===== config.mk =====
export PLATFORM = sky130hd
export DESIGN_NAME = wb_commit_buffer_flat
export DESIGN_NICKNAME = d
export VERILOG_FILES = /design/src/rtl/wb_commit_buffer_if.sv /design/src/rtl/wb_commit_buffer.sv /design/src/flat_wrapper.sv
export SDC_FILE = /design/constraint.sdc
export NUM_CORES = 1
export LEC_CHECK = 0
export CAP_MARGIN = 30
export CORE_ASPECT_RATIO = 0.8
export CORE_UTILIZATION = 30
export DETAILED_ROUTE_END_ITERATION = 16
export GPL_ROUTABILITY_DRIVEN = 0
export PLACE_DENSITY_LB_ADDON = 0.08
export SYNTH_ARGS = -nofsm -noshare
export SYNTH_HDL_FRONTEND = slang
export SYNTH_SLANG_ARGS = --single-unit

===== constraint.sdc =====
create_clock -name SYS_clk -period 8.13 [get_ports SYS_clk]
set_input_delay 2.439 -clock SYS_clk [delete_from_list [all_inputs] [get_ports SYS_clk]]
set_output_delay 2.439 -clock SYS_clk [all_outputs]
set_load 0.02 [all_outputs]

===== src/rtl/wb_commit_buffer_if.sv =====
// rtl/wb_commit_buffer_if.sv - WB capture inputs and commit stream bundle for wb_commit_buffer
interface wb_commit_buffer_if;
    logic        WB_RegWrite_signal;
    logic [4:0]  WB_write_register;
    logic [31:0] WB_write_data;
    logic [2:0]  WB_exception_signal;
    logic        out_valid;
    logic        out_ready;
    logic [4:0]  out_reg;
    logic [31:0] out_data;
    logic [2:0]  out_exc;

    modport master (
        output WB_RegWrite_signal, WB_write_register, WB_write_data, WB_exception_signal,
        output out_ready,
        input  out_valid, out_reg, out_data, out_exc
    );

    modport slave (
        input  WB_RegWrite_signal, WB_write_register, WB_write_data, WB_exception_signal,
        input  out_ready,
        output out_valid, out_reg, out_data, out_exc
    );
endinterface


===== src/rtl/wb_commit_buffer.sv =====
// rtl/wb_commit_buffer.sv - show-ahead commit FIFO behind the MIPS WB stage with debug counters
// Optional: COMMIT_EXC_HALT_EN freezes capture after the first buffered exception.
module wb_commit_buffer #(
    parameter int DEPTH = 8,
    parameter int CNT_W = 16
) (
    input  logic                     SYS_clk,
    input  logic                     SYS_reset,
    wb_commit_buffer_if.slave        bus,
    output logic [$clog2(DEPTH):0]   level,
    output logic [CNT_W-1:0]         commit_count,
    output logic [7:0]               drop_count,
    output logic                     halted
);
    localparam int AW = $clog2(DEPTH);
    localparam logic [AW:0] FULL_LEVEL = (AW+1)'(DEPTH);

    logic [39:0]   mem [DEPTH];
    logic [AW-1:0] wr_ptr;
    logic [AW-1:0] rd_ptr;
    logic [39:0]   head;

    logic push_req;
    logic capture_en;
    logic pop;
    logic full;
    logic push_ok;
    logic drop;

    assign push_req = (bus.WB_RegWrite_signal && (bus.WB_write_register != 5'd0))
                    || (bus.WB_exception_signal != 3'd0);
`ifdef COMMIT_EXC_HALT_EN
    assign capture_en = push_req && !halted;
`else
    assign capture_en = push_req;
`endif
    assign pop     = (level != '0) && bus.out_ready;
    assign full    = (level == FULL_LEVEL);
    // A pop in the same edge frees the slot, so a full FIFO still accepts.
    assign push_ok = capture_en && (!full || pop);
    assign drop    = capture_en && full && !pop;

    always_ff @(posedge SYS_clk) begin
        if (push_ok)
            mem[wr_ptr] <= {bus.WB_exception_signal, bus.WB_write_register, bus.WB_write_data};
    end

    always_ff @(posedge SYS_clk or negedge SYS_reset) begin
        if (!SYS_reset) begin
            wr_ptr       <= '0;
            rd_ptr       <= '0;
            level        <= '0;
            commit_count <= '0;
            drop_count   <= '0;
        end else begin
            if (push_ok) begin
                wr_ptr <= wr_ptr + 1'b1;
                if (commit_count != '1)
                    commit_count <= commit_count + 1'b1;
            end
            if (pop)
                rd_ptr <= rd_ptr + 1'b1;
            if (push_ok && !pop)
                level <= level + 1'b1;
            else if (pop && !push_ok)
                level <= level - 1'b1;
            if (drop && (drop_count != 8'hFF))
                drop_count <= drop_count + 1'b1;
        end
    end

`ifdef COMMIT_EXC_HALT_EN
    always_ff @(posedge SYS_clk or negedge SYS_reset) begin
        if (!SYS_reset)
            halted <= 1'b0;
        else if (push_ok && (bus.WB_exception_signal != 3'd0))
            halted <= 1'b1;
    end
`else
    assign halted = 1'b0;
`endif

    assign head          = mem[rd_ptr];
    assign bus.out_valid = (level != '0);
    assign bus.out_exc   = bus.out_valid ? head[39:37] : 3'd0;
    assign bus.out_reg   = bus.out_valid ? head[36:32] : 5'd0;
    assign bus.out_data  = bus.out_valid ? head[31:0]  : 32'd0;
endmodule


===== src/flat_wrapper.sv =====
// flat-port wrapper written by rule: the top's interface ports become plain ports
module wb_commit_buffer_flat 
#(
    parameter int DEPTH = 8,
    parameter int CNT_W = 16
)
  (SYS_clk, SYS_reset, level, commit_count, drop_count, halted, bus_WB_RegWrite_signal, bus_WB_write_register, bus_WB_write_data, bus_WB_exception_signal, bus_out_ready, bus_out_valid, bus_out_reg, bus_out_data, bus_out_exc);
  wb_commit_buffer_if bus_i ();
  input  logic SYS_clk;
  input  logic SYS_reset;
  output logic [$clog2(DEPTH):0] level;
  output logic [CNT_W-1:0] commit_count;
  output logic [7:0] drop_count;
  output logic halted;
  input wire logic [$bits(bus_i.WB_RegWrite_signal)-1:0] bus_WB_RegWrite_signal;
  input wire logic [$bits(bus_i.WB_write_register)-1:0] bus_WB_write_register;
  input wire logic [$bits(bus_i.WB_write_data)-1:0] bus_WB_write_data;
  input wire logic [$bits(bus_i.WB_exception_signal)-1:0] bus_WB_exception_signal;
  input wire logic [$bits(bus_i.out_ready)-1:0] bus_out_ready;
  output wire logic [$bits(bus_i.out_valid)-1:0] bus_out_valid;
  output wire logic [$bits(bus_i.out_reg)-1:0] bus_out_reg;
  output wire logic [$bits(bus_i.out_data)-1:0] bus_out_data;
  output wire logic [$bits(bus_i.out_exc)-1:0] bus_out_exc;
  assign bus_i.WB_RegWrite_signal = bus_WB_RegWrite_signal;
  assign bus_i.WB_write_register = bus_WB_write_register;
  assign bus_i.WB_write_data = bus_WB_write_data;
  assign bus_i.WB_exception_signal = bus_WB_exception_signal;
  assign bus_i.out_ready = bus_out_ready;
  assign bus_out_valid = bus_i.out_valid;
  assign bus_out_reg = bus_i.out_reg;
  assign bus_out_data = bus_i.out_data;
  assign bus_out_exc = bus_i.out_exc;
  wb_commit_buffer #(.DEPTH(DEPTH), .CNT_W(CNT_W)) u_core (.SYS_clk(SYS_clk), .SYS_reset(SYS_reset), .bus(bus_i), .level(level), .commit_count(commit_count), .drop_count(drop_count), .halted(halted));
endmodule

==> impl_metrics.tcl <==
set metrics [dict create \
    antenna_cells 0 \
    avgSynthCellArea_sq_um 20.9 \
    htreeDepth 2 \
    synthFlopType "edfxtp_1" \
    hold_buffers 0 \
    yosysTopAreaCell "edfxtp_1" \
    die_w_um 242 \
    die_y_um 194 \
    yosysTopAreaCellShare 0.695 \
    cp_slowest_stage_delay_ns 0.90 \
    start_kind "flip-flop" \
    path_cells "buf_4 > mux4_2 > mux2i_1 > nor2_1 > clkdlybuf4s50_1" \
    vias 6674 \
    placedCellCount 1361 \
    r2r_cells 11 \
    wl_per_cell_um 21.9 \
    initial_core_util 0.308 \
    min_from "u_core.commit_count[6]$_DFFE_PN0P_" \
    nets 850 \
    ant_nets 0 \
    post-cts-setup-buffers 0 \
    min_path_type "flip-flop to flip-flop" \
    slowest_stage "dfrtp_4" \
    dr.pass1.iters 6 \
    rsz0062_at_grt "no" \
    synth.area.top_cells "edfxtp_1, mux4_2, dfrtp_1, mux2i_1, xnor2_1" \
    fin_tns_setup_ns 0 \
    whs_endpoint "u_core.commit_count[6]$_DFFE_PN0P_" \
    hold_ws_ns 0.491 \
    synthSimpleGateAreaFrac 0.0363 \
    worstSetupEndpointType "primary output" \
    syn_to_final_growth_pct 22.7 \
    fill_cells 4118 \
    clk_pin_slew_worst_paths_ns 0.06 \
    synth.distinct_cells 40 \
    grt_pass1_wl_um 47300 \
    synth_cells 662 \
    yosysMostFrequentCell "edfxtp_1" \
    antenna_found_initial 0 \
    fin_crit_sh 0.734 \
    drive_above_1_share 0.211 \
    synth_edf_count 320 \
    yosysSeqAreaShare 0.757 \
    root_buffer "clkbuf_16" \
    grt_usage 0.135 \
    setup_violations 0 \
    tightest_slew_ns 0.959 \
    portBuffers 112 \
    powerDensity_nw_per_um2 407 \
    final.setup_skew_ns 0.0188 \
    hold_path_depth 1 \
    cts_max_path_buffers 3 \
    r2r_start "u_core.level[0]$_DFFE_PN0P_" \
    grt_max_degree 53 \
    status "complete, no violations" \
    first_iter_violations 346 \
    cts_sinks 354 \
    vias_per_cell 4.67 \
    cts_tree "built" \
    path_max_fanout 34 \
    syn_area_sq_um 13800 \
    drv_slew 0 \
    cap_violations 0 \
    crit_type "flip-flop to primary output" \
    relSlewSlack 0.361 \
    reg2reg_slack_ns 4.64 \
    final-instance-count-excl-fill 1428 \
    synth_common_cells "edfxtp_1, mux4_2, nor2_1" \
    core_area_sq_um 44900 \
    cp_top_family "buffers and inverters" \
    max_clock_freq_mhz 168 \
    synthMuxAreaShare 0.165 \
    synth_warnings 0 \
    crit_buf_inv 2 \
    ys_ff_latch 354 \
    grt_pass1_vias 7363 \
    synth_nets 714 \
    layout_min_cycle_time_ns 5.97 \
    cts_made_buffers 38 \
    synth_top_family_by_area "multiplexers" \
    power_w 0.00691 \
    dieArea_sq_um 46900 \
    drc 0 \
    wirelength_um 31200 \
    yosys.area_share.xor_xnor 0.0171 \
    hold_violations 0 \
    dp_hpwl_um 17200 \
    boundaryPins 114 \
    gr-total-overflow 0 \
    num_rows 69 \
    async_flop_share 0.0960 \
    p_leak_nw 5.63 \
    crit_arrival_ns 3.53 \
    ir_drop_uv 170 \
    synthAdderAreaFrac 0.00779 \
    worstReg2RegEnd "u_core.level[3]$_DFFE_PN0P_" \
    cts_resized 0 \
    cp.required_ns 5.69 \
    synth_compound_area_frac 0.00552 \
    clkLatencyLatePin_ns 0.53 \
]
[report_power, final]
group	switching (W)	internal, W
logic	0.00124	0.00113
registers	0.000342	0.00251
clock network	0.000689	0.00100
total	0.00227	0.00464
[flip-flops by register name, indices dropped and copies added, names as in the netlist]
name                 flops
u_core.mem             320
u_core.commit_count     16
u_core.drop_count        8
u_core.level             4
u_core.rd_ptr            3
u_core.wr_ptr            3
[cell usage in the layout (no fill, tap or decap), types with 5 or more instances in the layout]
| master | instances |
|---|---|
| and3_1 | 5 |
| nor2_1 | 45 |
| nand2_1 | 11 |
| buf_4 | 16 |
| dfrtp_1 | 31 |
| edfxtp_1 | 320 |
| mux2i_1 | 40 |
| nand3_1 | 6 |
| clkbuf_16 | 39 |
| mux2_2 | 7 |
| clkinv_1 | 7 |
| nand4_1 | 12 |
| xnor2_1 | 23 |
| clkbuf_1 | 6 |
| mux4_2 | 80 |
| ha_1 | 7 |
| clkdlybuf4s50_1 | 112 |
| clkinv_2 | 8 |
[cell families (layout without fill, tap and decap cells)]
logic type | Yosys count | after routing
simple gates | 100 | 100
xor+xnor | 27 | 27
flops | 354 | 354
fa+ha+maj | 8 | 8
other cells | 1 | 1
mux | 127 | 127
compound gates | 9 | 9
buf+inv | 36 | 199
[cell type report]
class	instances	area, sq um	area share
sequential	354	10500	0.617
multi-input combinational	272	3270	0.193
timing repair buffer	128	1240	0.0732
clock buffer	45	998	0.0589
tap	603	754	0.0445
clock inverter	22	210	0.0124
inverter	4	15.0	0.000885
[per-stage QoR]
stage,setup slack (ns),instance area (sq um),util
2_1_floorplan,0.210,13800,-
3_3_place_gp,1.99,15800,0.351
3_5_place_dp,1.84,15800,0.351
4_1_cts,2.02,17000,0.378
5_1_grt,1.90,17000,0.378
6_report,2.16,17000,0.378
[worst max path at each step]
stage	start	end	cells past startpoint
after global placement	bus_WB_exception_signal[1]	u_core.mem[7][32]$_DFFE_PP_	7
after global routing	u_core.rd_ptr[0]$_DFFE_PN0N_	bus_out_data[29]	5
after detailed placement	bus_WB_exception_signal[1]	u_core.mem[7][34]$_DFFE_PP_	7
after floorplan	bus_WB_exception_signal[2]	u_core.mem[0][0]$_DFFE_PP_	5
final	u_core.rd_ptr[0]$_DFFE_PN0N_	bus_out_data[29]	5
after CTS	u_core.rd_ptr[0]$_DFFE_PN0N_	bus_out_data[29]	5
[routing by layer]
layer	wire length, um	track usage	vias up
met1	14400	0.181	3559
met2	15100	0.224	112
met3	1070	0.0263	47
met4	620	0.0363	0
li1	-	-	2956
met5	0	0	-
[worst register-to-register path, delay by kind of cell (launching register included)]
kind	cells	cell delay, ns
flops	1	0.47
buf+inv	1	0.12
xor+xnor	2	0.30
fa+ha+maj	2	0.59
compound gates	2	0.38
simple gates	4	1.51
No activity file was read; power rests on OpenSTA's default activity.
